===== src/rtl/pool_window_reader_if.sv =====
// pool_window_reader_if
//   Result stream from the pooling read sequencer to its consumer.
//   Signals:
//     out_data  [data_width-1:0]  pooled value of the current window
//     out_idx   [1:0]             window index (0=TL, 1=TR, 2=BL, 3=BR)
//     out_valid                   out_data/out_idx are meaningful
//     out_ready                   consumer can take the current beat
//   Handshake: a beat transfers on a rising clk edge where out_valid and
//   out_ready are both high. Once out_valid rises it stays high, and
//   out_data/out_idx stay constant, until that transfer happens. out_ready
//   may be driven independently of out_valid.
//   Modports: master = producer (pool_window_reader), slave = consumer.
interface pool_window_reader_if #(
   parameter int data_width = 8
);
   logic [data_width-1:0] out_data;
   logic [1:0]            out_idx;
   logic                  out_valid;
   logic                  out_ready;

   modport master (output out_data, output out_idx, output out_valid,
                   input  out_ready);
   modport slave  (input  out_data, input  out_idx, input  out_valid,
                   output out_ready);
endinterface


===== src/rtl/pool_window_reader.sv =====
// pool_window_reader
//   Read-side sequencer for the 16-entry pooling register file. The file is
//   viewed as a 4x4 row-major tile (address = row*4 + col). The four
//   non-overlapping 2x2 windows are read one entry per cycle through the
//   file's combinational read port, reduced to one value each, and
//   streamed out over a valid/ready handshake.
//   Optional feature macro: POOL_AVG_EN. When defined, an avg_mode input
//   selects average pooling (sum of the window >> 2) instead of max pooling.
//   Ports:
//     clk        rising-edge clock
//     rst        synchronous active-high reset
//     start      one-cycle request to pool the tile, sampled only in IDLE
//     avg_mode   (POOL_AVG_EN only) sampled with start, held for the tile
//     rd_addr    register file read address
//     rd_data    register file read data, same cycle as rd_addr
//     out        result stream (pool_window_reader_if master)
//     busy       high while not IDLE; the writer must not touch the tile
//     done       one-cycle pulse after window 3 is accepted
//     state_dbg  current FSM state
module pool_window_reader #(
   parameter int data_width = 8
) (
   input  logic                  clk,
   input  logic                  rst,
   input  logic                  start,
`ifdef POOL_AVG_EN
   input  logic                  avg_mode,
`endif
   output logic [3:0]            rd_addr,
   input  logic [data_width-1:0] rd_data,
   pool_window_reader_if.master  out,
   output logic                  busy,
   output logic                  done,
   output logic [1:0]            state_dbg
);

   localparam logic [1:0] IDLE = 2'd0;
   localparam logic [1:0] READ = 2'd1;
   localparam logic [1:0] OUT  = 2'd2;
   localparam logic [1:0] DONE = 2'd3;

`ifdef POOL_AVG_EN
   // Two extra bits hold the sum of four full-scale entries.
   localparam int acc_width = data_width + 2;
`else
   localparam int acc_width = data_width;
`endif

   logic [1:0]           state;
   logic [1:0]           win;
   logic [1:0]           beat;
   logic [acc_width-1:0] acc;
   logic [acc_width-1:0] acc_next;
   logic [acc_width-1:0] rd_ext;

`ifdef POOL_AVG_EN
   logic                 avg_q;
`endif

   assign rd_ext = acc_width'(rd_data);

   // Window origin is (2*win[1], 2*win[0]); beat[1] is the row offset and
   // beat[0] the column offset, so the address is just the bits interleaved.
   // win/beat are left untouched outside READ, which keeps rd_addr at its
   // last value there (beat parks at 3 when leaving READ).
   assign rd_addr = {win[1], beat[1], win[0], beat[0]};

   always_comb begin
      acc_next = acc;
      if (beat == 2'd0)
         acc_next = rd_ext;
`ifdef POOL_AVG_EN
      else if (avg_q)
         acc_next = acc + rd_ext;
`endif
      else if (rd_ext > acc)
         acc_next = rd_ext;
   end

   always_ff @(posedge clk) begin
      if (rst) begin
         state <= IDLE;
         win   <= 2'd0;
         beat  <= 2'd0;
         acc   <= '0;
`ifdef POOL_AVG_EN
         avg_q <= 1'b0;
`endif
      end else begin
         case (state)
            IDLE: begin
               if (start) begin
                  state <= READ;
                  win   <= 2'd0;
                  beat  <= 2'd0;
`ifdef POOL_AVG_EN
                  avg_q <= avg_mode;
`endif
               end
            end
            READ: begin
               acc <= acc_next;
               if (beat == 2'd3)
                  state <= OUT;
               else
                  beat <= beat + 2'd1;
            end
            OUT: begin
               if (out.out_ready) begin
                  if (win == 2'd3) begin
                     state <= DONE;
                  end else begin
                     win   <= win + 2'd1;
                     beat  <= 2'd0;
                     state <= READ;
                  end
               end
            end
            DONE:    state <= IDLE;
            default: state <= IDLE;
         endcase
      end
   end

`ifdef POOL_AVG_EN
   // Average truncates toward zero: plain right shift of the unsigned sum.
   assign out.out_data = avg_q ? data_width'(acc >> 2) : acc[data_width-1:0];
`else
   assign out.out_data = acc;
`endif
   assign out.out_idx   = win;
   assign out.out_valid = (state == OUT);
   assign busy          = (state != IDLE);
   assign done          = (state == DONE);
   assign state_dbg     = state;

endmodule


===== src/flat_wrapper.sv =====
// flat-port wrapper written by rule: the top's interface ports become plain ports
module pool_window_reader_flat 
#(
   parameter int data_width = 8
)
  (clk, rst, start, rd_addr, rd_data, busy, done, state_dbg, out_out_data, out_out_idx, out_out_valid, out_out_ready);
  pool_window_reader_if #(.data_width(data_width)) out_i ();
  input  logic clk;
  input  logic rst;
  input  logic start;
  output logic [3:0] rd_addr;
  input  logic [data_width-1:0] rd_data;
  output logic busy;
  output logic done;
  output logic [1:0] state_dbg;
  output wire logic [$bits(out_i.out_data)-1:0] out_out_data;
  output wire logic [$bits(out_i.out_idx)-1:0] out_out_idx;
  output wire logic [$bits(out_i.out_valid)-1:0] out_out_valid;
  input wire logic [$bits(out_i.out_ready)-1:0] out_out_ready;
  assign out_out_data = out_i.out_data;
  assign out_out_idx = out_i.out_idx;
  assign out_out_valid = out_i.out_valid;
  assign out_i.out_ready = out_out_ready;
  pool_window_reader #(.data_width(data_width)) u_core (.clk(clk), .rst(rst), .start(start), .rd_addr(rd_addr), .rd_data(rd_data), .out(out_i), .busy(busy), .done(done), .state_dbg(state_dbg));
endmodule

===== config.mk =====
export PLATFORM = sky130hd
export DESIGN_NAME = pool_window_reader_flat
export DESIGN_NICKNAME = d
export VERILOG_FILES = /design/src/rtl/pool_window_reader_if.sv /design/src/rtl/pool_window_reader.sv /design/src/flat_wrapper.sv
export SDC_FILE = /design/constraint.sdc
export NUM_CORES = 1
export LEC_CHECK = 0
export CAP_MARGIN = 10
export CORE_MARGIN = 2
export CORE_UTILIZATION = 48
export DETAILED_ROUTE_END_ITERATION = 8
export MAX_ROUTING_LAYER = met4
export PLACE_DENSITY = 0.83
export SYNTH_ARGS = -nofsm -noshare
export SYNTH_HDL_FRONTEND = slang
export SYNTH_SLANG_ARGS = --single-unit

===== constraint.sdc =====
create_clock -name clk -period 2.6 [get_ports clk]
set_input_delay 0.26 -clock clk [delete_from_list [all_inputs] [get_ports clk]]
set_output_delay 0.26 -clock clk [all_outputs]
set_load 0.01 [all_outputs]

# Word-level counts from Yosys, hierarchy flattened
# Cells that the tools add are included.
# word_totals
reg_bits	14
latchBits	0
ramBits	0
rom_bits	0
out_inout_bits	19
word_cells	42
mem_count	0
# op_classes
add_sub_neg	2
mul	0
div	0
order_cmp	1
eq_ne	10
shifts	0
n_mux	15
n_bitwise	0
reduce_logical	10
# ops
op	count
2-bit 2-to-1 mux	10
8-bit 2-to-1 mux	2
2-bit equality test, second input constant	4
8-bit > comparator	1
2-bit case mux with 4 select lines	1
2-bit inequality test, second input constant	3
2-bit case mux with 3 select lines	1
2-bit nonzero test	3
5-bit AND reduction	1
2-bit by 1-bit adder with 2-bit output, second input constant	2
2-bit zero test	2
2-bit by 1-bit inequality test with 1-bit output, second input constant	2
2-bit case mux with 2 select lines	1
4-bit AND reduction	1
3-bit AND reduction	1
3-bit nonzero test	1
2-bit by 1-bit equality test with 1-bit output, second input constant	1
2-bit AND reduction	1

# Depth between registers and ports, before layout
# Gate-level depths: netlist of the first run.
# logic_depth
depth_word	4
depth_mapped	7
depth_no_buf	7

# Least setup slack after synthesis of the first run
# OpenSTA, ideal clock, no wires.
# synth_path
path_type	reg2reg
startpoint	reg u_core.acc[1] (netlist: u_core.out.out_data[1])
endpoint	reg u_core.acc[0] (netlist: u_core.out.out_data[0])
setup_ns	0.072
arrival_ns	1.598
t_required_ns	2.528
setup_slack_ns	0.931
path_stages_with_launch	8
path_buffers	0
synth_period_minus_slack_ns	1.669
cell_sequence	dfxtp_1 inv_1 ha_1 nor2b_1 o211ai_1 a21o_2 a21oi_4 mux2i_1
# synth_between
elab_chain_len	3
# synth_lines
element	line_no	text
start: declaration	pool_window_reader.sv:52	logic [acc_width-1:0] acc;
start signal: assignment	pool_window_reader.sv:102	acc <= acc_next;
8-bit > comparator	pool_window_reader.sv:76	else if (rd_ext > acc)
2-bit nonzero test (no line)	--	
2-bit AND reduction (no line)	--	
# No other way between the ends.
# A chain may end at the register's enable or synchronous reset.

# Worst setup path after layout of the first run
# layout_path
startpoint	reg u_core.state[1] (netlist: u_core.state_dbg[1])
endpoint	out out_out_valid
# layout_between
elab_chain_len	1
# layout_lines
element	line_no	text
start: declaration	pool_window_reader.sv:49	logic [1:0] state;
start signal: assignment	pool_window_reader.sv:82	state <= IDLE;
start signal: assignment	pool_window_reader.sv:93	state <= READ;
start signal: assignment	pool_window_reader.sv:104	state <= OUT;
2-bit equality test	pool_window_reader.sv:132	assign out.out_valid = (state == OUT);
end: declaration	flat_wrapper.sv:18	output wire logic [$bits(out_i.out_valid)-1:0] out_out_valid;
# No other way between the ends.

==> metrics.txt, run 1 <==
CTS tree=yes; root buffer cell=clkbuf_4; min Tclk post-route=1.96 ns; clk slew on worst S/H paths=0.08 ns; DRT antenna net count=0; switching share of power=28.3%; filler cell count=148; post_cts resized=0; maximum VDD drop=0.000294 V; endpoints failing setup=0; hold buffer count at cts=0; Yosys cell types=26; average instance area after synthesis=8.79 um2; post-route clock period utilization=75.4%; Worst R2R Path Depth=6; Max Cap Viol=0; Power Dens Cells=395 mW/mm2; #FFs+latches synth=14; worst r2r src=u_core.out.out_data[7]; Hold Crit Class=flip-flop to flip-flop; IO Count=31; Setup Fix Bufs, Post-CTS=0; first-pass GRT wire length=3060 um; worst hold slack=0.491 ns; Syn Nets=129; DRT iter0 DRCs=16; Clock Power Share=24.5%; Cells after DPL=155; Hold Fails Final Rpt=0; DRC viols=0; crit-path cells=nor2b_1 -> clkdlybuf4s50_1; CP endpoint=out_out_valid; FMAX=0.510 GHz; outcome=finished clean; largest net degree at the start of global routing=23; Critical Path AT=1.70 ns; Die ar.=0.00231 mm2; total global routing overflow=0; standard-cell row count=15; total CTS buffers=3; hpwl dp=1370 um; Pint=355 uW; Power Total=495 uW; routed vias/inst=5.09; port bufs=30; Final Max Slew Viols=0; final net count=158; power share of the combinational group=27.4%; Max transition margin=57.8%; Setup Total Neg Slack=0 ns; Crit. End Element=primary output; first-pass detailed-route iteration total=4; RSZ-0062 raised after global routing=false; Sinks on Clock Net=14; Worst EP required=2.34 ns; vias in the first global route=737; cell at the slowest stage of the critical path=clkdlybuf4s50_1; Setup Skew=0.000966 ns; Max FO, Critical Path=11; worst-skew pair later-pin latency=0.27 ns; CTS max path bufs=2; launch point of the worst path=u_core.state_dbg[1]; Synthesis Warnings=0; initial antenna violation count=0; GPL Wtd Cong=0.711; Largest stage delay, worst path=0.59 ns; CP Launch Type=flip-flop; Pleak=0.473 nW; average wire per standard cell=11.7 um; reg2reg setup slack=0.83 ns; H-tree Lvls=1; total length of routed wires=1850 um; vias=805; Seq/Total Area, Yosys=30.1%; P_sw=140 uW; die extent in x=48.1 um; sequential power share=48.2%; post-synthesis instance total=106; Total Routing Usage GR=19.7%; most frequent cells in the layout=clkdlybuf4s50_1, nand2b_1, dfxtp_1, inv_1, ha_1; RR Endpoint=u_core.out.out_data[7]; ant diodes=0; most common cell after layout, fill and taps aside=clkdlybuf4s50_1; synthesis-to-layout area growth=34.4%; share of layout cells above drive strength 1=6.02%; Tightest Pin Transition=0.629 ns; fin cells=158; mapped cell area=932 um2; Core ar.=0.00178 mm2; Die Y=48.1 um; initial core utilization=52.3%; WS Path Type=flip-flop to primary output
critical path: cells and delay by family (launching register included):
kind / cells / cell delay, ns
buf+inv: 1 / 0.59
flops: 1 / 0.54
simple gates: 1 / 0.30
through the flow:
stage	setup WS, ns	cell area [um2]	utilization (%)
after global routing	0.543	1250	70.2
after global placement	0.532	1230	69.0
final	0.639	1250	70.2
after detailed placement	0.508	1230	69.0
after CTS	0.633	1250	70.2
after floorplan	0.931	932	-
per-layer routing:
metal  vias up  part of all wire, %  global-route usage, %
met5         -                    0                      -
met4         0                  2.3                   6.49
met3         6                  5.4                   7.92
met2        27                   47                   31.5
met1       363                   45                   22.1
li1        409                    -                      -
Yosys cell counts:
library cell / count / area [um2]
a21oi_1: 6 / 30.0
nor2_1: 8 / 30.0
nand4_1: 2 / 12.5
ha_1: 11 / 138
o211ai_1: 1 / 7.51
and2_1: 1 / 6.26
o31ai_1: 1 / 7.51
a2111oi_4: 1 / 27.5
mux2i_1: 8 / 80.1
clkbuf_1: 3 / 11.3
a311oi_1: 1 / 8.76
inv_1: 11 / 41.3
nand3_1: 1 / 5.00
buf_4: 3 / 22.5
a21o_2: 1 / 8.76
or2_2: 1 / 6.26
nor2b_2: 1 / 8.76
dfxtp_1: 14 / 280
a22oi_1: 3 / 22.5
xnor2_1: 1 / 8.76
nand2b_1: 16 / 100
a21oi_4: 1 / 16.3
nand2_1: 3 / 11.3
nor2b_1: 3 / 18.8
o21ai_0: 3 / 15.0
nand3b_1: 1 / 7.51
final cells by class:
class                      instances  area (um2)  share of cell area [%]
timing repair buffer              30         300                    24.0
inverter                          11        41.3                    3.30
tap                               25        31.3                    2.50
sequential                        14         280                    22.4
multi-input combinational         75         577                    46.1
clock buffer                       3        22.5                    1.80
sequential cells by signal (all words and copies together) (netlist names):
signal,flops
u_core.out.out_data,8
u_core.beat,2
u_core.out.out_idx,2
u_core.state_dbg,2
power by group through the flow:
| stage | clock (mW) | combinational (mW) | sequential, mW |
|---|---|---|---|
| after detailed placement | 0 | 0.136 | 0.243 |
| after floorplan | 0 | 0.0771 | 0.245 |
| after CTS | 0.127 | 0.137 | 0.238 |
| final | 0.121 | 0.135 | 0.238 |
| after global routing | 0.140 | 0.150 | 0.241 |
| after global placement | 0 | 0.133 | 0.243 |
worst min path at each step:
stage	startpoint	end	slack, ns	cells after the start
3_5_place_dp	u_core.out.out_data[1]	u_core.out.out_data[1]	0.49	2
5_1_grt	u_core.out.out_data[5]	u_core.out.out_data[5]	0.52	2
6_report	u_core.out.out_data[5]	u_core.out.out_data[5]	0.49	2
2_1_floorplan	rd_data[0]	u_core.out.out_data[0]	0.41	2
3_3_place_gp	u_core.out.out_data[3]	u_core.out.out_data[3]	0.47	2
4_1_cts	u_core.out.out_data[1]	u_core.out.out_data[1]	0.50	2
cells by family (layout without fill, tap and decap cells):
family | count (synthesis) | count (layout) | synth area share [%]
compound gates | 18 | 18 | 15.4
mux | 8 | 8 | 8.59
fa+ha+maj | 11 | 11 | 14.8
flops | 14 | 14 | 30.1
xor+xnor | 1 | 1 | 0.940
simple gates | 37 | 37 | 22.1
buf+inv | 17 | 44 | 8.05
(Power assumes the default switching activity.)
==> run 2, diff against run 1 <==
--- a/config.mk
+++ b/config.mk
@@ -7,10 +7,10 @@
 export LEC_CHECK = 0
 export CAP_MARGIN = 10
 export CORE_MARGIN = 2
-export CORE_UTILIZATION = 48
+export CORE_UTILIZATION = 40
 export DETAILED_ROUTE_END_ITERATION = 8
 export MAX_ROUTING_LAYER = met4
-export PLACE_DENSITY = 0.83
+export PLACE_DENSITY = 0.74
 export SYNTH_ARGS = -nofsm -noshare
 export SYNTH_HDL_FRONTEND = slang
 export SYNTH_SLANG_ARGS = --single-unit
==> constraint.sdc (replaced) <==
create_clock -name clk -period 1.7 [get_ports clk]
set_input_delay 0.17 -clock clk [delete_from_list [all_inputs] [get_ports clk]]
set_output_delay 0.17 -clock clk [all_outputs]
set_load 0.01 [all_outputs]
==> run 2 against run 1 <==
Net effect:
- the run now ends with setup timing left
- largest cell class unchanged
- core utilization decreased by 5.9 points
- count of clock-buffer cells in the layout rose by 1
- sequential power increased by 54%
- critical endpoint is now u_core.out.out_data[3]
- first-iteration DRC count is 56% lower
- critical path type is now flip-flop to flip-flop
- routed wire length rose by 20%
- highest routed layer is now met3
==> metrics.txt, run 2 (same netlist as run 1, synthesis figures left out) <==
hpwl dp=1460 um (+6.1%); number of flip-flops in the largest register=8 (unchanged); worst hold path cell count=3 (+1); Sinks on Clock Net=14 (unchanged); standard-cell row count=17 (+2); power share of the combinational group=30.3% (+2.9 points); Clock Power Share=27.9% (+3.4 points); worst-skew pair later-pin latency=0.28 ns (about the same); first-pass detailed-route iteration total=4 (unchanged); min Tclk post-route=1.74 ns; Max transition margin=69.5% (+12 points); Hold Crit Class=input pin to flip-flop; DRC viols=0 (unchanged); RR Endpoint=u_core.out.out_data[3]; Power Total=878 uW (+77%); Hold Fails Final Rpt=0 (unchanged); H-tree Lvls=1 (unchanged); Max FO, Critical Path=7 (-4); CTS tree=yes; Power Dens Cells=616 mW/mm2 (+56%); total CTS buffers=3 (unchanged); Tightest Pin Transition=0.454 ns (-0.174 ns); vias=828 (+2.9%); Max Cap Viol=0 (unchanged); P_sw=246 uW (+76%); vias in the first global route=829 (+12%); Worst R2R Path Depth=8 (+2); final worst slack=-0.0421 ns (-0.681 ns); ant diodes=0 (unchanged); initial core utilization=42.1% (-10 points); total length of routed wires=2230 um (+20%); IO Count=31 (unchanged); FMAX=0.574 GHz; endpoints failing setup=7 (+7); die extent in x=52.3 um (+8.8%); Total Routing Usage GR=17.1% (-2.6 points); average wire per standard cell=13.1 um (+12%); GPL Wtd Cong=0.749 (+5.5%); synthesis-to-layout area growth=52.8%; root buffer cell=clkbuf_4; final net count=166 (+5.1%); first-pass GRT wire length=3460 um (+13%); largest net degree at the start of global routing=23 (unchanged); total global routing overflow=0 (unchanged); share of layout cells above drive strength 1=23.9% (+18 points); initial antenna violation count=0 (unchanged); failing checks=setup timing; Critical Path AT=1.95 ns (+0.25 ns); most common cell after layout, fill and taps aside=clkdlybuf4s50_1; CP Launch Type=flip-flop; Pint=631 uW (+78%); Die Y=52.3 um (+8.8%); sequential power share=41.8% (-6.4 points); maximum VDD drop=0.000374 V (+27%); Worst EP required=1.90 ns (-0.44 ns); Pleak=0.549 nW (+16%); most frequent cells in the layout=clkdlybuf4s50_1, nand2b_1, inv_1, nor2_1, mux2i_1; Crit. End Element=flip-flop; worst r2r src=u_core.out.out_data[1]; CTS max path bufs=2 (unchanged); hold buffer count at cts=0 (unchanged); Setup Skew=0.00445 ns (+0.00348 ns); min-delay src=rd_data[1]; Final Max Slew Viols=0 (unchanged); clk slew on worst S/H paths=0.09 ns (about the same); WS Path Type=flip-flop to flip-flop; Die ar.=0.00273 mm2 (+18%); Hold Path End=u_core.out.out_data[1]; post-route clock period utilization=102%; outcome=complete, but fails checks; fin util=64.4% (-5.9 points); reg2reg setup slack=-0.04 ns (-0.87 ns); port bufs=30 (unchanged); routed vias/inst=4.87 (-4.4%); DRT iter0 DRCs=7 (-9); DRT antenna net count=0 (unchanged); RSZ-0062 raised after global routing=true; switching share of power=28.1% (-0.18 points); Core ar.=0.00221 mm2 (+24%)
==> run 2: how the worst max path moves through the flow <==
| stage | start | end | slack, ns | depth (start not counted) |
|---|---|---|---|---|
| 6_report | u_core.out.out_data[1] | u_core.out.out_data[3] | -0.04 | 8 |
| 3_3_place_gp | rd_data[7] | u_core.out.out_data[1] | -0.29 | 6 |
| 4_1_cts | u_core.out.out_data[7] | u_core.out.out_data[7] | 0.008 | 7 |
| 3_5_place_dp | rd_data[1] | u_core.out.out_data[7] | -0.34 | 7 |
| 5_1_grt | u_core.out.out_data[1] | u_core.out.out_data[3] | -0.11 | 8 |
| 2_1_floorplan | u_core.out.out_data[1] | u_core.out.out_data[0] | 0.03 | 7 |
==> run 2: cell type report <==
class | instances | area, um2
fillers | 196 | 788
multi-input cells | 75 | 643
repair buffers | 38 | 375
flip-flops and latches | 14 | 293
inverters | 11 | 41.3
clock buffers | 4 | 36.3
well taps | 28 | 35.0
==> run 2: power groups by stage <==
stage	clock network [mW]	logic, mW	registers (mW)
5_1_grt	0.267	0.292	0.370
6_report	0.245	0.266	0.367
3_3_place_gp	0	0.214	0.370
4_1_cts	0.255	0.231	0.364
2_1_floorplan	0	0.118	0.374
3_5_place_dp	0	0.218	0.372
==> run 2: per-layer routing <==
metal  global-route usage, %  vias up  part of all wire, %
li1                        -      426                    -
met1                    20.7      378                   45
met2                    28.9       24                   50
met3                    3.14        0                  4.9
met4                    5.13        0                    0
met5                       -        -                    0
==> run 2: stage by stage <==
| stage | cell area [um2] | setup WS [ns] | hold WS, ns | setup TNS [ns] | instances |
|---|---|---|---|---|---|
| finish | 1420 | -0.0421 | 0.247 | -0.104 | 170 |
| detailed placement | 1260 | -0.337 | 0.485 | -2.58 | 162 |
| floorplan | 932 | 0.0308 | 0.325 | 0 | 106 |
| global route | 1420 | -0.111 | 0.256 | -0.567 | 170 |
| CTS | 1330 | 0.00801 | 0.481 | 0 | 167 |
| global placement | 1260 | -0.289 | 0.471 | -2.30 | 162 |
==> run 2: repair_timing <==
action | CTS | global route
pin swaps | 2 | 7
setup endpoints to repair | 11 | 8
gates resized for setup | 4 | 16
buffers inserted | 1 | 4
==> run 2: critical path, stage by stage, from the launching register on <==
cell and delay, ns:
dfxtp_2 0.35, inv_2 0.05, ha_4 0.26, nor2b_4 0.13, o211ai_1 0.09, a21o_2 0.25, a21oi_4 0.20, buf_12 0.15
mux2i_1 0.20
==> run 3, diff against run 2 <==
==> constraint.sdc (replaced) <==
create_clock -name clk -period 1.4 [get_ports clk]
set_input_delay 0.14 -clock clk [delete_from_list [all_inputs] [get_ports clk]]
set_output_delay 0.14 -clock clk [all_outputs]
set_load 0.01 [all_outputs]
==> run 3 against run 2 <==
Net effect:
- the run still ends with setup timing left
- critical path depth unchanged
- global-route usage up 2.3 points
- worst setup slack worse by 0.24 ns
- non-clock buffer count up 16
- core utilization up 4.8 points
- register-to-register slack worse by 0.23 ns
- combinational power up 34%
- sequential power up 18%
- clock skew about the same
- largest cell class unchanged
- largest power group unchanged
==> metrics.txt, run 3 (same netlist as run 1, synthesis figures left out) <==
outcome=complete, but fails checks; failing checks=setup timing; initial core utilization=42.1% (unchanged); Hold Path End=u_core.out.out_data[5]; root buffer cell=clkbuf_4; Cells after DPL=175 (+8.0%); reg2reg setup slack=-0.27 ns (-0.23 ns); worst hold path cell count=3 (unchanged); final worst slack=-0.277 ns (-0.235 ns); worst hold slack=0.331 ns (+0.0844 ns); P_sw=309 uW (+25%); share of layout cells above drive strength 1=34.2% (+10 points); first-pass GRT wire length=3890 um (+12%); RSZ-0062 raised after global routing=true; Tightest Pin Transition=0.408 ns (-0.0462 ns); worst r2r src=u_core.out.out_data[1]; routed vias/inst=4.90 (+0.56%); post-route clock period utilization=120%; Pleak=0.743 nW (+35%); final instance area=0.00153 mm2 (+7.4%); FMAX=0.596 GHz; total global routing overflow=0 (unchanged); Total Routing Usage GR=19.4% (+2.3 points); CP Launch Type=input pin; CTS tree=yes; Sinks on Clock Net=14 (unchanged); Max transition margin=72.7% (+3.2 points); Power Dens Cells=713 mW/mm2 (+16%); Setup Skew=0.00493 ns (+0.000476 ns); first-pass detailed-route iteration total=4 (unchanged); Die Y=52.3 um (unchanged); average wire per standard cell=12.8 um (-2.4%); Critical Path AT=1.89 ns (-0.06 ns); H-tree Lvls=1 (unchanged); Setup Total Neg Slack=-2.07 ns (-1.97 ns); Hold Crit Class=input pin to flip-flop; min Tclk post-route=1.68 ns; standard-cell row count=17 (unchanged); RR Endpoint=u_core.out.out_data[5]; Die ar.=0.00273 mm2 (unchanged); largest net degree at the start of global routing=18 (-22%); Pint=781 uW (+24%); total length of routed wires=2380 um (+6.8%); min-delay src=rd_data[5]; IO Count=31 (unchanged); most frequent cells in the layout=buf_4, nand2b_1, dlygate4sd2_1, clkdlybuf4s50_1, inv_1; power share of the combinational group=32.8% (+2.5 points); CTS max path bufs=2 (unchanged); hpwl dp=1660 um (+14%); most common cell after layout, fill and taps aside=buf_4; Max Cap Viol=0 (unchanged); DRT antenna net count=0 (unchanged); switching share of power=28.4% (+0.29 points); endpoints failing setup=8 (+1); initial antenna violation count=0 (unchanged); Power Total=1.09 mW (+24%); Worst EP required=1.61 ns (-0.29 ns); vias=911 (+10%); Max FO, Critical Path=4 (-3); Crit. End Element=flip-flop; Final Max Slew Viols=0 (unchanged); fin cells=186 (+9.4%); Hold Fails Final Rpt=0 (unchanged); total CTS buffers=3 (unchanged); synthesis-to-layout area growth=64.0%; vias in the first global route=904 (+9.0%); worst-skew pair later-pin latency=0.28 ns (about the same); GPL Wtd Cong=0.792 (+5.7%); maximum VDD drop=0.000551 V (+47%); ant diodes=0 (unchanged); number of flip-flops in the largest register=8 (unchanged); die extent in x=52.3 um (unchanged); sequential power share=39.9% (-1.9 points); final net count=182 (+9.6%); clk slew on worst S/H paths=0.09 ns (about the same); WS Path Type=input pin to flip-flop; Core ar.=0.00221 mm2 (unchanged); DP Area=0.00138 mm2 (+9.4%); Clock Power Share=27.4% (-0.5 points); port bufs=30 (unchanged); DRT iter0 DRCs=10 (+3); Worst R2R Path Depth=8 (unchanged); DRC viols=0 (unchanged)
[run 3: worst max-delay path by stage]
stage / startpoint / to / slack (ns) / cells after the start
floorplan: u_core.out.out_data[1] / u_core.out.out_data[1] / -0.21 / 7
global placement: rd_data[1] / u_core.out.out_data[1] / -0.52 / 7
detailed placement: rd_data[1] / u_core.out.out_data[5] / -0.59 / 7
CTS: u_core.out.out_data[5] / u_core.out.out_data[3] / -0.25 / 8
global route: u_core.out.out_data[1] / u_core.out.out_data[1] / -0.38 / 8
finish: rd_data[1] / u_core.out.out_data[5] / -0.28 / 8
[run 3: worst max-delay path, cell delays in order]
cell and delay [ns]:
clkdlybuf4s50_1 0.48, ha_4 0.31, nor2b_4 0.12, o211ai_1 0.09, a21o_2 0.24, a21oi_4 0.18
buf_4 0.14, mux2i_1 0.19
[run 3: per-layer routing]
layer  routed length (um)  track usage (%)  share of wire [%]
met2                 1230             36.9                 52
met1                 1020             20.8                 43
met5                    0                -                  0
met4                   19             3.85               0.80
met3                  111             3.71                4.7
[run 3: timing repair]
item                       CTS  global route
setup endpoints to repair   21            19
pin swaps                    6             3
buffers inserted             6             1
resized for setup           29            11
hold buffers                 0             0
hold endpoints to repair     0             0
[run 3: power by group through the flow]
stage | Sequential [mW] | Combinational [mW] | Clock (mW)
2_1_floorplan | 0.456 | 0.150 | 0
3_3_place_gp | 0.444 | 0.306 | 0
3_5_place_dp | 0.444 | 0.313 | 0
4_1_cts | 0.435 | 0.339 | 0.310
5_1_grt | 0.436 | 0.388 | 0.324
6_report | 0.434 | 0.357 | 0.298
[run 3: stage by stage]
stage / setup slack (ns) / utilization, %
after floorplan: -0.210 / -
after global placement: -0.519 / 62.5
after detailed placement: -0.589 / 62.5
after CTS: -0.250 / 67.7
after global routing: -0.378 / 69.1
final: -0.277 / 69.1
[run 3: final cells by class]
class                           instances  area [um2]
Clock buffer                            4        36.3
Fill cell                             191         683
Sequential cell                        14         295
Tap cell                               28        35.0
Inverter                               11        41.3
Multi-Input combinational cell         75         644
Timing Repair Buffer                   54         477
